File: src/rtl/mxv_pkg.sv
// Shared definitions for the MxV sequencer slice: sequencer state encoding,
// lane/matrix size constants, index widths, the result-burst record carried
// down the result delay line, and a lane one-hot helper.
package mxv_pkg;

  localparam int unsigned LANES = 4;
  localparam int unsigned MAX_N = 8;
  localparam int unsigned IDX_W = $clog2(MAX_N);
  // One extra bit so that limits up to MAX_N (inclusive) are representable.
  localparam int unsigned CNT_W = IDX_W + 1;

  typedef enum logic [2:0] {
    IDLE,
    LOAD,
    COMPUTE,
    DRAIN,
    DONE
  } state_e;

  // A group of result-FIFO pushes: rows row..row+cnt-1, one per cycle.
  typedef struct packed {
    logic             vld;
    logic [IDX_W-1:0] row;
    logic [2:0]       cnt;
  } res_burst_t;

  function automatic logic [LANES-1:0] lane_onehot(input logic [1:0] lane);
    return LANES'(1) << lane;
  endfunction

endpackage

File: src/rtl/mxv_sequencer_if.sv
// Handshake/control bundle between the MxV sequencer and its surroundings.
//   master : drives start, matrix_length, load_valid (matrix source / host)
//   slave  : the sequencer; drives load_ready, lane push/pop, vector select,
//            feedback select, result push/row, busy, done, error
interface mxv_sequencer_if #(
  parameter int unsigned WORD_LENGTH = 8
);
  import mxv_pkg::*;

  logic                   start;
  logic [WORD_LENGTH-1:0] matrix_length;
  logic                   load_valid;
  logic                   load_ready;
  logic [LANES-1:0]       push;
  logic                   zero_fill;
  logic [LANES-1:0]       pop;
  logic [IDX_W-1:0]       vec_idx;
  logic                   feedback_sel;
  logic                   push_result;
  logic [IDX_W-1:0]       result_row;
  logic                   busy;
  logic                   done;
  logic                   error;

  modport master (
    output start, matrix_length, load_valid,
    input  load_ready, push, zero_fill, pop, vec_idx, feedback_sel,
           push_result, result_row, busy, done, error
  );

  modport slave (
    input  start, matrix_length, load_valid,
    output load_ready, push, zero_fill, pop, vec_idx, feedback_sel,
           push_result, result_row, busy, done, error
  );

endinterface

File: src/rtl/mxv_index_counter.sv
// Row/column index counter shared by the load and compute phases.
//   clr      : synchronous clear to (0,0)
//   en       : advance one element, row-major
//   row_lim  : number of rows (counter wraps to (0,0) after the last element)
//   col_lim  : number of columns (N)
//   r, c     : current row / column
//   col_last : c is the last column
//   last     : (r,c) is the last element
module mxv_index_counter
  import mxv_pkg::*;
(
  input  logic             clk,
  input  logic             reset,
  input  logic             clr,
  input  logic             en,
  input  logic [CNT_W-1:0] row_lim,
  input  logic [CNT_W-1:0] col_lim,
  output logic [IDX_W-1:0] r,
  output logic [IDX_W-1:0] c,
  output logic             col_last,
  output logic             last
);

  logic [IDX_W-1:0] r_q, r_d;
  logic [IDX_W-1:0] c_q, c_d;

  always_comb begin
    col_last = ({1'b0, c_q} == col_lim - CNT_W'(1));
    last     = col_last && ({1'b0, r_q} == row_lim - CNT_W'(1));
    r_d      = r_q;
    c_d      = c_q;
    if (clr) begin
      r_d = '0;
      c_d = '0;
    end else if (en) begin
      if (col_last) begin
        c_d = '0;
        r_d = last ? '0 : r_q + 1'b1;
      end else begin
        c_d = c_q + 1'b1;
      end
    end
  end

  always_ff @(posedge clk) begin
    if (reset) begin
      r_q <= '0;
      c_q <= '0;
    end else begin
      r_q <= r_d;
      c_q <= c_d;
    end
  end

  assign r = r_q;
  assign c = c_q;

endmodule

File: src/rtl/mxv_sequencer.sv
// Control sequencer for the 4-lane matrix-by-vector systolic datapath.
// Loads an NxN matrix row-major into the lane FIFOs (row r -> lane r mod 4),
// zero-pads rows N..4P-1, then pops all lanes column by column for P passes,
// and pushes the result FIFO once per valid row PIPE_LAT cycles after each
// pass's final pop.
//   clk, reset : clock, synchronous active-high reset
//   bus        : mxv_sequencer_if slave (start/length/load handshake in,
//                push/pop/vec_idx/feedback_sel/result/status out)
module mxv_sequencer #(
  parameter int unsigned WORD_LENGTH = 8,
  parameter int unsigned PIPE_LAT    = 4
) (
  input  logic            clk,
  input  logic            reset,
  mxv_sequencer_if.slave  bus
);
  import mxv_pkg::*;

  localparam logic [WORD_LENGTH-1:0] MAX_N_W = WORD_LENGTH'(MAX_N);

  state_e           state_q, state_d;
  logic             pad_q, pad_d;
  logic [CNT_W-1:0] n_q, n_d;
  logic [1:0]       p_q, p_d;
  logic             error_q, error_d;
  logic [IDX_W-1:0] brow_q, brow_d;
  logic [2:0]       brem_q, brem_d;

  res_burst_t [PIPE_LAT-1:0] dl_q, dl_d;
  res_burst_t                launch;
  res_burst_t                tail;

  logic             cnt_clr, cnt_en;
  logic [CNT_W-1:0] row_lim;
  logic [IDX_W-1:0] r, c;
  logic             col_last, last;

  logic             load_ready, zero_fill, hs, real_last, dl_busy, len_ok;
  logic [CNT_W-1:0] n_plus3, base4, rows_left;

  // The same counter walks rows 0..4P-1 during LOAD and passes 0..P-1 in
  // COMPUTE (r is the pass index there).
  mxv_index_counter u_idx (
    .clk      (clk),
    .reset    (reset),
    .clr      (cnt_clr),
    .en       (cnt_en),
    .row_lim  (row_lim),
    .col_lim  (n_q),
    .r        (r),
    .c        (c),
    .col_last (col_last),
    .last     (last)
  );

  assign load_ready = (state_q == LOAD) && !pad_q;
  assign zero_fill  = (state_q == LOAD) && pad_q;
  assign hs         = bus.load_valid && load_ready;
  assign real_last  = col_last && ({1'b0, r} == n_q - CNT_W'(1));
  assign row_lim    = (state_q == COMPUTE) ? {2'b00, p_q} : {p_q, 2'b00};
  assign tail       = dl_q[PIPE_LAT-1];
  assign len_ok     = (bus.matrix_length != '0) && (bus.matrix_length <= MAX_N_W);
  assign n_plus3    = bus.matrix_length[CNT_W-1:0] + CNT_W'(3);
  assign base4      = {1'b0, r[0], 2'b00};
  assign rows_left  = n_q - base4;

  always_comb begin
    state_d = state_q;
    pad_d   = pad_q;
    n_d     = n_q;
    p_d     = p_q;
    error_d = 1'b0;
    cnt_clr = 1'b0;
    cnt_en  = 1'b0;
    launch  = '0;

    unique case (state_q)
      IDLE: begin
        cnt_clr = 1'b1;
        pad_d   = 1'b0;
        if (bus.start) begin
          if (len_ok) begin
            n_d     = bus.matrix_length[CNT_W-1:0];
            p_d     = n_plus3[3:2];
            state_d = LOAD;
          end else begin
            error_d = 1'b1;
          end
        end
      end
      LOAD: begin
        if (!pad_q) begin
          cnt_en = hs;
          // When N is a multiple of 4 the last real element is also the last
          // counter element, so the pad phase is skipped entirely.
          if (hs && real_last) begin
            if (n_q[1:0] == 2'b00) state_d = COMPUTE;
            else                   pad_d   = 1'b1;
          end
        end else begin
          cnt_en = 1'b1;
          if (last) begin
            pad_d   = 1'b0;
            state_d = COMPUTE;
          end
        end
      end
      COMPUTE: begin
        cnt_en = 1'b1;
        if (col_last) begin
          launch.vld = 1'b1;
          launch.row = {r[0], 2'b00};
          launch.cnt = (rows_left > CNT_W'(4)) ? 3'd4 : rows_left[2:0];
        end
        if (last) state_d = DRAIN;
      end
      DRAIN: begin
        if (!dl_busy) state_d = DONE;
      end
      DONE: begin
        state_d = IDLE;
      end
      default: state_d = IDLE;
    endcase
  end

  // Result scheduling: a pass's burst record travels PIPE_LAT stages, then
  // the first row pushes straight from the tail while the remaining rows are
  // counted out of brow/brem. Bursts are >= 5 cycles apart, so they never
  // collide in the expander.
  always_comb begin
    dl_d[0] = launch;
    for (int unsigned i = 1; i < PIPE_LAT; i++) begin
      dl_d[i] = dl_q[i-1];
    end
    brow_d = brow_q;
    brem_d = brem_q;
    if (tail.vld) begin
      brow_d = tail.row + 1'b1;
      brem_d = tail.cnt - 1'b1;
    end else if (brem_q != '0) begin
      brow_d = brow_q + 1'b1;
      brem_d = brem_q - 1'b1;
    end
    dl_busy = (brem_q != '0);
    for (int unsigned i = 0; i < PIPE_LAT; i++) begin
      dl_busy = dl_busy | dl_q[i].vld;
    end
  end

  always_ff @(posedge clk) begin
    if (reset) begin
      state_q <= IDLE;
      pad_q   <= 1'b0;
      n_q     <= '0;
      p_q     <= '0;
      error_q <= 1'b0;
      brow_q  <= '0;
      brem_q  <= '0;
      dl_q    <= '0;
    end else begin
      state_q <= state_d;
      pad_q   <= pad_d;
      n_q     <= n_d;
      p_q     <= p_d;
      error_q <= error_d;
      brow_q  <= brow_d;
      brem_q  <= brem_d;
      dl_q    <= dl_d;
    end
  end

  assign bus.load_ready   = load_ready;
  assign bus.zero_fill    = zero_fill;
  assign bus.push         = (hs || zero_fill) ? lane_onehot(r[1:0]) : '0;
  assign bus.pop          = {LANES{state_q == COMPUTE}};
  assign bus.vec_idx      = (state_q == COMPUTE) ? c : '0;
  assign bus.feedback_sel = (state_q == COMPUTE) && (c != '0);
  assign bus.push_result  = tail.vld || (brem_q != '0);
  assign bus.result_row   = tail.vld ? tail.row : ((brem_q != '0) ? brow_q : '0);
  assign bus.busy         = (state_q != IDLE);
  assign bus.done         = (state_q == DONE);
  assign bus.error        = error_q;

endmodule

File: src/flat_wrapper.sv
// flat-port wrapper written by rule: the top's interface ports become plain ports
module mxv_sequencer_flat import mxv_pkg::*;
#(
  parameter int unsigned WORD_LENGTH = 8,
  parameter int unsigned PIPE_LAT    = 4
)
  (clk, reset, bus_start, bus_matrix_length, bus_load_valid, bus_load_ready, bus_push, bus_zero_fill, bus_pop, bus_vec_idx, bus_feedback_sel, bus_push_result, bus_result_row, bus_busy, bus_done, bus_error);
  mxv_sequencer_if #(.WORD_LENGTH(WORD_LENGTH)) bus_i ();
  input  logic clk;
  input  logic reset;
  input wire logic [$bits(bus_i.start)-1:0] bus_start;
  input wire logic [$bits(bus_i.matrix_length)-1:0] bus_matrix_length;
  input wire logic [$bits(bus_i.load_valid)-1:0] bus_load_valid;
  output wire logic [$bits(bus_i.load_ready)-1:0] bus_load_ready;
  output wire logic [$bits(bus_i.push)-1:0] bus_push;
  output wire logic [$bits(bus_i.zero_fill)-1:0] bus_zero_fill;
  output wire logic [$bits(bus_i.pop)-1:0] bus_pop;
  output wire logic [$bits(bus_i.vec_idx)-1:0] bus_vec_idx;
  output wire logic [$bits(bus_i.feedback_sel)-1:0] bus_feedback_sel;
  output wire logic [$bits(bus_i.push_result)-1:0] bus_push_result;
  output wire logic [$bits(bus_i.result_row)-1:0] bus_result_row;
  output wire logic [$bits(bus_i.busy)-1:0] bus_busy;
  output wire logic [$bits(bus_i.done)-1:0] bus_done;
  output wire logic [$bits(bus_i.error)-1:0] bus_error;
  assign bus_i.start = bus_start;
  assign bus_i.matrix_length = bus_matrix_length;
  assign bus_i.load_valid = bus_load_valid;
  assign bus_load_ready = bus_i.load_ready;
  assign bus_push = bus_i.push;
  assign bus_zero_fill = bus_i.zero_fill;
  assign bus_pop = bus_i.pop;
  assign bus_vec_idx = bus_i.vec_idx;
  assign bus_feedback_sel = bus_i.feedback_sel;
  assign bus_push_result = bus_i.push_result;
  assign bus_result_row = bus_i.result_row;
  assign bus_busy = bus_i.busy;
  assign bus_done = bus_i.done;
  assign bus_error = bus_i.error;
  mxv_sequencer #(.WORD_LENGTH(WORD_LENGTH), .PIPE_LAT(PIPE_LAT)) u_core (.clk(clk), .reset(reset), .bus(bus_i));
endmodule
File: config.mk
export PLATFORM = sky130hd
export DESIGN_NAME = mxv_sequencer_flat
export DESIGN_NICKNAME = d
export VERILOG_FILES = /design/src/rtl/mxv_pkg.sv /design/src/rtl/mxv_sequencer_if.sv /design/src/rtl/mxv_index_counter.sv /design/src/rtl/mxv_sequencer.sv /design/src/flat_wrapper.sv
export SDC_FILE = /design/constraint.sdc
export NUM_CORES = 1
export LEC_CHECK = 0
export ABC_AREA = 1
export CAP_MARGIN = 5
export CELL_PAD_IN_SITES_DETAIL_PLACEMENT = 1
export CELL_PAD_IN_SITES_GLOBAL_PLACEMENT = 1
export CORE_MARGIN = 10
export CORE_UTILIZATION = 42
export DETAILED_ROUTE_END_ITERATION = 6
export HOLD_SLACK_MARGIN = 0.08
export PLACE_DENSITY_LB_ADDON = 0.2
export SLEW_MARGIN = 20
export SYNTH_ARGS = -nofsm -noshare
export SYNTH_HDL_FRONTEND = slang
export SYNTH_SLANG_ARGS = --single-unit
File: constraint.sdc
create_clock -name clk -period 3.05 [get_ports clk]
set_clock_uncertainty 0.1 [all_clocks]
set_input_delay 0.4575 -clock clk [delete_from_list [all_inputs] [get_ports clk]]
set_output_delay 0.4575 -clock clk [all_outputs]
set_load 0.02 [all_outputs]
### Word level (Yosys, flattened, before mapping)

Index checks and enable logic that the tools add are counted.

* word-level logic and storage cells: 116
* memories kept: 0
* output and inout bits: 21
* flip-flop bits (word level): 51
* latch bits: 0
* bits in read-only memories: 0
* memory bits (writable): 0

* div/mod/pow operators: 0
* bitwise operators: 8
* equality and inequality tests: 14
* muxes and demuxes: 31
* add/sub/neg operators: 10
* shift operators: 1
* multiply operators: 0
* order comparisons: 2
* reductions and logical operators: 27

Operator list (count)
* $mux W3: 18
* $add A3 B1 Y3 const B: 4
* $eq A3 B4 Y1: 3
* $pmux W3 S4: 1
* $reduce_bool A3 Y1: 3
* $le A8 B4 Y1 const B: 1
* $logic_and A1 B1 Y1: 8
* $mux W4: 2
* $reduce_bool A8 Y1: 1
* $sub A4 B1 Y4 const B: 2
* $mux W1: 7
* $mux W7: 1
* $reduce_and A7 Y1: 1
* $eq A3 B2 Y1 const B: 2
* $ne A3 B2 Y1 const B: 2
* $reduce_or A3 Y1: 2
* $sub A3 B1 Y3 const B: 2
* $add A4 B2 Y4 const B: 1
* $gt A4 B3 Y1 const B: 1
* $ne A2 B1 Y1 const B: 2
* $ne A2 B2 Y1 const B: 2
* $not A1 Y1: 4
* $or A1 B1 Y1: 4
* $pmux W1 S2: 2
* 14 further kinds: 17

### Longest topological paths before layout

Gate-level depths: netlist of the first run.

* depth after elaboration: 8
* depth in mapped cells: 16
* gate-level depth less buffers: 16

### By module

Synthesis of the first run repeated with hierarchy kept, for this count alone.

* cells, all modules: 351
* area total of the unflattened synthesis: 2344.7 µm²

By module, submodules not included
* mxv_sequencer: area an instance 1754.2 µm², instances 1, cells an instance 257
* mxv_index_counter: area an instance 590.6 µm², instances 1, cells an instance 94

### Worst setup path after synthesis of the first run

Ideal clock, no wire load.

* path kind: register to register
* from: reg u_core.state_q[2]
* to: reg u_core.state_q[1]
* library setup time: 0.113 ns
* data arrival time: 1.889 ns
* period minus slack after synthesis: 2.102 ns
* cell stages (with the launch flop): 16
* slack: 0.948 ns
* required time: 2.837 ns
* cell sequence: dfxtp_1 -> nor2_4 -> nand2_4 -> inv_2 -> nand2_1 -> ha_1 -> nand2_1 -> o21ai_0 -> nor2_1 -> nand2_1 -> nor2_2 -> nand3_2 -> nand2_2 -> nand3_2 -> nor2_1 -> nor2_1

* cells in the longest elaborated chain, start to end: 7
* elaborated cells on any way between the ends: 20
* classes of those cells: add/sub: 1; eq/ne: 11; mux: 2; reduce/logical: 6

RTL lines
* from (decl): RTL line mxv_sequencer.sv:21 `state_e state_q, state_d;`
* from (signal assigned): RTL line mxv_sequencer.sv:162 `state_q <= state_d;`
* $eq A3 B2 Y1 *
* net bus_pop[0]: RTL line flat_wrapper.sv:17 `output wire logic [$bits(bus_i.pop)-1:0] bus_pop;`
* $mux W4: RTL line mxv_sequencer.sv:60 `assign row_lim = (state_q == COMPUTE) ? {2'b00, p_q} : {p_q, 2'b00};`
* $sub A4 B1 Y4: RTL line mxv_index_counter.sv:29 `last = col_last && ({1'b0, r_q} == row_lim - CNT_W'(1));`
* $eq A3 B4 Y1: RTL line mxv_index_counter.sv:29
* $logic_and A1 B1 Y1: RTL line mxv_index_counter.sv:29
* $ne A3 B3 Y1 (no line) / $ne A2 B1 Y1 (equally long branches)
* $reduce_and A7 Y1 (no line)

The timed path passes the listed nets; every way through them passes the cells marked *.
A chain may end at the register's enable or synchronous reset.

### Worst setup path in the final report of the first run

* from: reg u_core.state_q[1]
* to: out bus_push[1]

* cells in the longest elaborated chain, start to end: 5
* elaborated cells on any way between the ends: 6
* classes of those cells: eq/ne: 1; mux: 1; reduce/logical: 4

RTL lines
* $eq A3 B1 Y1 *: RTL line mxv_sequencer.sv:56, mxv_sequencer.sv:57
* $logic_and A1 B1 Y1: RTL line mxv_sequencer.sv:56 `assign load_ready = (state_q == LOAD) && !pad_q;`
* $logic_and A1 B1 Y1: RTL line mxv_sequencer.sv:58 `assign hs = bus.load_valid && load_ready;`
* $logic_or A1 B1 Y1 *: RTL line mxv_sequencer.sv:175 `assign bus.push = (hs || zero_fill) ? lane_onehot(r[1:0]) : '0;`
* $mux W4 *: RTL line mxv_sequencer.sv:175
* to (decl): RTL line flat_wrapper.sv:15 `output wire logic [$bits(bus_i.push)-1:0] bus_push;`

Mark *: on every way between the ends. The rest lies on a longest branch, timed or not.

==> results of run 1 <==
==> flip-flops by register name, indices dropped and copies added (netlist names) <==
| signal | cells |
|---|---|
| u_core.brem_q | 3 |
| u_core.brow_q | 3 |
| u_core.bus.error | 1 |
| u_core.dl_d | 15 |
| u_core.dl_q | 5 |
| u_core.n_q | 4 |
| u_core.p_q | 2 |
| u_core.pad_q | 1 |
| u_core.state_q | 3 |
| u_core.u_idx.c | 3 |
| u_core.u_idx.r | 3 |
==> cell usage after synthesis, drive strengths merged <==
library cell,n
a211oi,2
a21boi,1
a21oi,14
a31oi,1
and2,1
buf,6
clkbuf,3
dfxtp,43
ha,12
inv,63
mux2i,1
nand2,73
nand3,12
nand3b,1
nand4,4
nor2,61
nor3,3
o211ai,2
o21ai,14
or2,3
xnor2,2
xor2,5
==> per-stage QoR <==
stage	cells	util	total power, mW	worst slack, ns	area, µm²
after floorplan	327	-	1.27	0.948	2300
after global placement	421	0.511	1.50	0.554	2660
after detailed placement	421	0.511	1.53	0.519	2660
after CTS	429	0.528	1.89	0.479	2750
after global routing	429	0.528	2.02	0.338	2750
final	429	0.528	1.86	0.505	2750
==> worst max-delay path by stage <==
stage                                    from                             end  slack [ns]  cells past startpoint
2_1_floorplan  u_core.state_q[2]$_SDFFE_PP0P_  u_core.state_q[1]$_SDFFE_PP0P_        0.95                     15
3_3_place_gp                   bus_load_valid                     bus_push[1]        0.55                      6
3_5_place_dp                   bus_load_valid                     bus_push[0]        0.52                      6
4_1_cts        u_core.state_q[1]$_SDFFE_PP0P_                     bus_push[1]        0.48                      6
5_1_grt        u_core.state_q[1]$_SDFFE_PP0P_                     bus_push[1]        0.34                      6
6_report       u_core.state_q[1]$_SDFFE_PP0P_                     bus_push[1]        0.51                      6
==> power by group <==
| group | internal, mW | leakage (nW) | switching [mW] |
|---|---|---|---|
| clock | 0.160 | 0.0412 | 0.196 |
| combinational | 0.316 | 0.780 | 0.519 |
| sequential | 0.617 | 0.348 | 0.0557 |
==> routing by layer <==
layer	up-vias	share of wire	global-route usage
met4	0	0.014	0.0418
met2	32	0.52	0.266
met1	955	0.41	0.149
li1	1048	-	-
met5	-	0	0
met3	8	0.056	0.0416
==> worst min-delay path, stage by stage (launching register included) <==
cell and delay [ns]:
dfxtp_1 0.30, inv_1 0.04, nor2_1 0.03
==> logic make-up after synthesis <==
| logic type | count (synthesis) | synth area share |
|---|---|---|
| adder cells (fa/ha/maj) | 12 | 0.0652 |
| multiplexers | 1 | 0.00435 |
| AND/OR/NAND/NOR | 158 | 0.314 |
| AO/OA/AOI/OAI | 34 | 0.0853 |
| buffers and inverters | 72 | 0.127 |
| XOR/XNOR | 7 | 0.0299 |
| flip-flops | 43 | 0.374 |
==> layout by cell type (no fill, tap or decap), types with 3 or more instances in the layout <==
cell	netlist	final
nand3_1	8	8
dfxtp_1	43	43
nor2_2	3	3
nand2_2	4	4
o21ai_0	13	13
nand2_1	67	67
nand4_1	4	4
clkbuf_8	0	5
clkdlybuf4s50_1	0	32
nor2_1	54	54
inv_1	53	53
inv_2	10	10
nor2_4	4	4
xor2_1	4	4
a21oi_1	12	12
ha_1	12	12
nand3_2	4	4
==> final cells by class <==
| type | instances | area share |
|---|---|---|
| Clock inverter | 2 | 0.00456 |
| Sequential cell | 43 | 0.313 |
| Multi-Input combinational cell | 212 | 0.418 |
| Tap cell | 70 | 0.0319 |
| Clock buffer | 6 | 0.0264 |
| Inverter | 63 | 0.0861 |
| Timing Repair Buffer | 33 | 0.119 |
==> flow_metrics.tcl, run 1 <==
set metrics [dict create \
    status "finished, final reports clean" \
    tns_ns 0 \
    worst_ir_drop_vdd_uv 351 \
    rsz0062_at_grt "false" \
    antenna_found_initial 0 \
    synthesis.nets 351 \
    yosysSeqAreaShare 0.374 \
    clk_pin_slew_ns 0.08 \
    cts_setup_buffers 0 \
    syn_to_final_growth_pct 19.3 \
    ios 33 \
    start_kind "flop" \
    synth_top_area_share 0.374 \
    cts_inserted_buffers 5 \
    cp.required_ns 2.49 \
    reg2reg_from "u_core.state_q[1]$_SDFFE_PP0P_" \
    crit_chain "nor2_2 > nand2_1 > a21oi_2 > inv_1 > nor2_1 > clkdlybuf4s50_1" \
    maxCapViolCount 0 \
    dieArea_um2 8840 \
    multi_input_area_um2 1150 \
    seq_area_um2 861 \
    syn_area_um2 2300 \
    antenna_cells 0 \
    design.core.area_um2 5200 \
    layout_min_cycle_time_ns 2.54 \
    rr_worst_depth 15 \
    worstPathArrival_ns 1.99 \
    yosys_warnings 0 \
    ys_ff_latch 43 \
    p_per_area_nw_per_um2 678 \
    slew_headroom 0.710 \
    die_w_um 94.0 \
    tightest_slew_ns 0.436 \
    dr.pass1.iters 5 \
    syn_inst 327 \
    place.gp.congestion 0.806 \
    hold_path.class "reg -> reg" \
    end_kind "primary output" \
    grt_first_pass_wirelength_um 10300 \
    worstPathMaxFanout 8 \
    cts_tree "built" \
    whs_ns 0.306 \
    wl_um 5760 \
    synth_cell_type_count 38 \
    critPathTopFamily "buffers and inverters" \
    setup_viol_count_final 0 \
    synth_area_per_cell_um2 7.04 \
    dieHeight_um 94.0 \
    clk_path_buf_depth 2 \
    cts_hold_buffers 0 \
    avgViaCountPerCell 4.76 \
    r2r-end "u_core.state_q[1]$_SDFFE_PP0P_" \
    slowest_stage "clkdlybuf4s50_1" \
    hp-start "u_core.dl_d[19]$_SDFF_PP0_" \
    holdPathEnd "u_core.dl_d[26]$_SDFF_PP0_" \
    min_path_cells 2 \
    grt-ovfl-total 0 \
    num_rows 26 \
    h-tree-depth 2 \
    route.detailed.drc 0 \
    rrSetupSlack_ns 0.63 \
    crit_type "reg -> out" \
    drive_gt1_frac 0.114 \
    min_period_over_period 0.834 \
    drtAntennaViolNets 0 \
    synth_area_leaders "dfxtp_1 (37%), nand2_1 (11%), nor2_1 (8.8%)" \
    hpwl_um 4630 \
    vias 2043 \
    path_buf_inv 2 \
    grt_start_max_net_pins 14 \
    max_freq_ghz 0.393 \
    wl_per_cell_um 13.4 \
    cts-root-buf "clkbuf_8" \
    grt_pass1_vias 2266 \
    finalNetCount 382 \
    drv_slew 0 \
    fillCellCount 668 \
    cpPeakStageDelay_ns 0.61 \
    cellLeakagePower_nw 1.17 \
    start_util 0.442 \
    finalHoldViolCount 0 \
    io_buffers 32 \
    cts_resized 0 \
    clock_latency_ns 0.30 \
    drt_iter0_drc 51 \
    numClockSinks 43 \
    synth_largest_area_cell "dfxtp_1" \
    grt_use_total 0.142 \
]
No activity file was read; power rests on OpenSTA's default activity.
==> run 2: changes to the inputs <==
--- a/config.mk
+++ b/config.mk
@@ -10,7 +10,7 @@
 export CELL_PAD_IN_SITES_DETAIL_PLACEMENT = 1
 export CELL_PAD_IN_SITES_GLOBAL_PLACEMENT = 1
 export CORE_MARGIN = 10
-export CORE_UTILIZATION = 42
+export CORE_UTILIZATION = 39
 export DETAILED_ROUTE_END_ITERATION = 6
 export HOLD_SLACK_MARGIN = 0.08
 export PLACE_DENSITY_LB_ADDON = 0.2
==> constraint.sdc (replaced) <==
create_clock -name clk -period 2.5 [get_ports clk]
set_clock_uncertainty 0.1 [all_clocks]
set_input_delay 0.375 -clock clk [delete_from_list [all_inputs] [get_ports clk]]
set_output_delay 0.375 -clock clk [all_outputs]
set_load 0.02 [all_outputs]
==> flow_metrics.tcl, run 2 (synthesis gave the netlist of run 1 again) <==
set metrics [dict create \
    max_freq_ghz 0.427 \
    largest_reg_flops 15 \
    drv_slew 0 \
    cts-root-buf "clkbuf_8" \
    setup_viol_count_final 0 \
    hold_path.class "reg -> reg" \
    maxCapViolCount 0 \
    layout_commonest_cell "nand2_1" \
    grt_use_total 0.127 \
    design.core.area_um2 5610 \
    wl_um 5920 \
    crit_type "reg -> out" \
    clk_path_buf_depth 2 \
    num_rows 27 \
    tns_ns 0 \
    critPathCapture "bus_feedback_sel" \
    min_period_over_period 0.938 \
    setup_ws_ns 0.156 \
    cts_inserted_buffers 5 \
    start_util 0.411 \
    drt_iter0_drc 42 \
    dieArea_um2 9380 \
    startpoint "u_core.state_q[0]$_SDFFE_PP0P_" \
    grt_pass1_vias 2177 \
    finalNetCount 387 \
    grt_first_pass_wirelength_um 10100 \
    cp.required_ns 2.03 \
    place.gp.congestion 0.795 \
    reg2reg_from "u_core.state_q[0]$_SDFFE_PP0P_" \
    antenna_found_initial 0 \
    p_switching_mw 0.958 \
    pre_cts_slack_ns 0.0897 \
    p_per_area_nw_per_um2 861 \
    hpwl_um 4760 \
    worst_ir_drop_vdd_uv 375 \
    vias 2068 \
    cellLeakagePower_nw 1.25 \
    grt-ovfl-total 0 \
    syn_to_final_growth_pct 22.5 \
    avgViaCountPerCell 4.74 \
    rsz0062_at_grt "false" \
    dr.pass1.iters 4 \
    cts_tree "built" \
    ios 33 \
    seqPwrFrac 0.339 \
    io_buffers 32 \
    die_w_um 96.8 \
    end_kind "primary output" \
    p_clk_frac 0.228 \
    whs_ns 0.307 \
    worstPathArrival_ns 1.87 \
    tightest_slew_ns 0.455 \
    final_util 0.503 \
    final_cell_mix "nand2_1 (67), nor2_1 (54), inv_1 (53)" \
    status "finished, final reports clean" \
    layout_min_cycle_time_ns 2.34 \
    r2r-end "u_core.state_q[1]$_SDFFE_PP0P_" \
    worstPathMaxFanout 9 \
    slew_headroom 0.695 \
    start_kind "flop" \
    placed_cell_area_um2 2690 \
    route.detailed.drc 0 \
    clock_latency_ns 0.30 \
    drtAntennaViolNets 0 \
    cts_hold_buffers 0 \
    rr_worst_depth 15 \
    numClockSinks 43 \
    grt_start_max_net_pins 16 \
    rrSetupSlack_ns 0.27 \
    combPwrFrac 0.433 \
    wl_per_cell_um 13.6 \
    postLayoutCellArea_um2 2820 \
    netSwitchingFraction 0.395 \
    drive_gt1_frac 0.132 \
    clk_pin_slew_ns 0.09 \
    finalHoldViolCount 0 \
    antenna_cells 0 \
    fillCellCount 757 \
    h-tree-depth 2 \
    dieHeight_um 96.8 \
    p_int_mw 1.47 \
]
==> run 2: changes by cell type in the layout (fill, tap and decap cells not counted) <==
cell | previous run | this run
dlygate4sd2_1 | 0 | 2
dfxtp_2 | 0 | 1
bufinv_16 | 0 | 1
dfxtp_1 | 43 | 42
inv_6 | 0 | 1
dlymetal6s2s_1 | 0 | 2
clkdlybuf4s50_1 | 32 | 28
clkbuf_1 | 1 | 0
clkinv_2 | 1 | 0
buf_4 | 1 | 6
==> run 2: layout make-up <==
cell class | count | area [µm²] | area share
multi-input combinational | 212 | 1150 | 0.407
sequential | 43 | 862 | 0.306
timing repair buffer | 38 | 368 | 0.130
inverter | 63 | 236 | 0.0839
tap | 72 | 90.1 | 0.0319
clock buffer | 5 | 68.8 | 0.0244
clock inverter | 3 | 46.3 | 0.0164
==> run 2: through the flow <==
stage               total power, mW  std cells
floorplan                      1.55        327
global placement               1.85        426
detailed placement             1.89        426
CTS                            2.44        434
global route                   2.61        436
finish                         2.43        436
==> run 2: worst max-delay path: stages, from the launching register on <==
cell             delay [ns]
dfxtp_1                0.38
nor2_4                 0.20
nand2_4                0.06
buf_4                  0.18
a21oi_1                0.12
clkdlybuf4s50_1        0.62
==> run 2: layer usage <==
metal	share of wire	vias to the layer above	track usage	wire length, µm
met4	0.015	0	0.0361	89
met1	0.42	973	0.135	2500
li1	-	1057	-	-
met5	0	-	0	0
met3	0.037	7	0.0341	217
met2	0.53	31	0.236	3110
==> run 2: worst min path at each step <==
| stage | startpoint | endpoint | depth (start not counted) |
|---|---|---|---|
| after floorplan | u_core.dl_d[7]$_SDFF_PP0_ | u_core.dl_d[14]$_SDFF_PP0_ | 2 |
| after global placement | u_core.dl_d[22]$_SDFF_PP0_ | u_core.dl_q[22]$_SDFF_PP0_ | 2 |
| after detailed placement | u_core.dl_d[14]$_SDFF_PP0_ | u_core.dl_d[21]$_SDFF_PP0_ | 2 |
| after CTS | u_core.dl_d[7]$_SDFF_PP0_ | u_core.dl_d[14]$_SDFF_PP0_ | 2 |
| after global routing | u_core.dl_d[22]$_SDFF_PP0_ | u_core.dl_q[22]$_SDFF_PP0_ | 2 |
| final | u_core.dl_d[7]$_SDFF_PP0_ | u_core.dl_d[14]$_SDFF_PP0_ | 2 |
==> run 2: repair_timing <==
item	CTS	global route
cloned	0	0
pin swaps	0	1
gates resized for setup	3	2
setup buffers	0	2
endpoints found under the setup margin	4	4
==> run 2: power groups by stage <==
stage / combinational [mW] / clock (mW) / sequential (mW)
CTS: 1.05 / 0.566 / 0.823
finish: 1.05 / 0.554 / 0.822
global route: 1.19 / 0.591 / 0.835
floorplan: 0.747 / 0 / 0.805
detailed placement: 1.05 / 0 / 0.838
global placement: 1.02 / 0 / 0.834
==> run 3: changes to the inputs <==
--- a/config.mk
+++ b/config.mk
@@ -18,3 +18,4 @@
 export SYNTH_ARGS = -nofsm -noshare
 export SYNTH_HDL_FRONTEND = slang
 export SYNTH_SLANG_ARGS = --single-unit
+export TNS_END_PERCENT = 10
==> flow_metrics.tcl, run 3 (synthesis gave the netlist of run 1 again) <==
set metrics [dict create \
    r2r-end "u_core.state_q[1]$_SDFFE_PP0P_" \
    drv_slew 0 \
    layout_min_cycle_time_ns 2.33 \
    finalNetCount 385 \
    syn_to_final_growth_pct 21.9 \
    grt_first_pass_wirelength_um 10100 \
    final_cell_count_no_fill 434 \
    ios 33 \
    p_per_area_nw_per_um2 858 \
    drive_gt1_frac 0.130 \
    rrSetupSlack_ns 0.30 \
    hp-start "u_core.dl_d[21]$_SDFF_PP0_" \
    holdPathEnd "u_core.dl_q[21]$_SDFF_PP0_" \
    h-tree-depth 2 \
    tns_ns 0 \
    cts_inserted_buffers 5 \
    max_freq_ghz 0.429 \
    num_rows 27 \
    io_buffers 32 \
    grt_start_max_net_pins 16 \
    design.core.area_um2 5610 \
    crit_type "reg -> out" \
    cts_tree "built" \
    cts-root-buf "clkbuf_8" \
    grt_pass1_vias 2177 \
    grt-ovfl-total 0 \
    worst_ir_drop_vdd_uv 375 \
    start_kind "flop" \
    cts_setup_buffers 0 \
    drtAntennaViolNets 0 \
    maxCapViolCount 0 \
    hold_path.class "reg -> reg" \
    final_util 0.500 \
    layout_commonest_cell "nand2_1" \
    start_util 0.411 \
    drt_iter0_drc 37 \
    vias 2066 \
    route.detailed.drc 0 \
    numClockSinks 43 \
    wl_um 5890 \
    clock_latency_ns 0.30 \
    whs_ns 0.308 \
    final_cell_mix "nand2_1 (67), nor2_1 (54), inv_1 (53)" \
    grt_use_total 0.127 \
    antenna_cells 0 \
    clk_pin_slew_ns 0.09 \
    wl_per_cell_um 13.6 \
    tightest_slew_ns 0.463 \
    dieHeight_um 96.8 \
    dieArea_um2 9380 \
    min_period_over_period 0.933 \
    avgViaCountPerCell 4.76 \
    rr_worst_depth 16 \
    end_kind "primary output" \
    worstPathArrival_ns 1.86 \
    rsz0062_at_grt "false" \
    cellLeakagePower_nw 1.24 \
    die_w_um 96.8 \
    cp.required_ns 2.03 \
    finalHoldViolCount 0 \
    slew_headroom 0.690 \
    dp_cells 426 \
    reg2reg_from "u_core.state_q[2]$_SDFFE_PP0P_" \
    antenna_found_initial 0 \
    clk_path_buf_depth 2 \
    setup_viol_count_final 0 \
    place.gp.congestion 0.795 \
    status "finished, final reports clean" \
    min_path_cells 2 \
    worstPathMaxFanout 9 \
    dr.pass1.iters 4 \
    largest_reg_flops 15 \
    hpwl_um 4760 \
    cts_hold_buffers 0 \
]
run 3: changes by cell type in the layout (fill, tap and decap cells not counted):
cell	previous run	this run
buf_4	6	4
dfxtp_1	42	41
dfxtp_2	1	2
run 3: through the flow:
stage                     worst slack (ns)  area [µm²]  total power [mW]
after CTS                           0.0794        2800              2.44
after detailed placement            0.0897        2690              1.89
after global placement               0.141        2690              1.85
final                                0.167        2810              2.41
after floorplan                      0.398        2300              1.55
after global routing               0.00916        2810              2.59
run 3: cell type report:
cell class | instances | area, µm²
fill | 756 | 2800
sequential | 43 | 863
timing repair buffer | 36 | 353
clock buffer | 5 | 68.8
tap | 72 | 90.1
multi-input combinational | 212 | 1150
inverter | 63 | 236
clock inverter | 3 | 46.3
run 3: worst max path at each step:
| stage | start | to | cells past startpoint |
|---|---|---|---|
| 6_report | u_core.state_q[2]$_SDFFE_PP0P_ | bus_feedback_sel | 5 |
| 5_1_grt | u_core.state_q[2]$_SDFFE_PP0P_ | u_core.state_q[1]$_SDFFE_PP0P_ | 16 |
| 4_1_cts | u_core.state_q[2]$_SDFFE_PP0P_ | bus_push[1] | 6 |
| 3_5_place_dp | bus_load_valid | bus_push[0] | 6 |
| 3_3_place_gp | bus_load_valid | bus_push[1] | 6 |
| 2_1_floorplan | u_core.state_q[2]$_SDFFE_PP0P_ | u_core.state_q[1]$_SDFFE_PP0P_ | 15 |
run 3: routing by layer:
layer,GRT usage,vias up,part of all wire
met3,0.0341,8,0.037
met5,0,-,0
li1,-,1053,-
met2,0.236,30,0.52
met1,0.135,975,0.42
met4,0.0361,0,0.014
run 3: repair_timing:
item	CTS	global route
setup endpoints to repair	4	4
pin swaps	0	1
resized for setup	3	3
run 3: critical path: stages (launching register included):
cell,delay [ns]
dfxtp_1,0.38
nor2_4,0.19
nand2_4,0.06
buf_4,0.18
a21oi_1,0.12
clkdlybuf4s50_1,0.62
run 3: report_power, final:
part	switching [mW]	total (mW)	internal, mW
Combinational	0.633	1.03	0.396
Clock	0.253	0.554	0.301
Sequential	0.0672	0.824	0.756
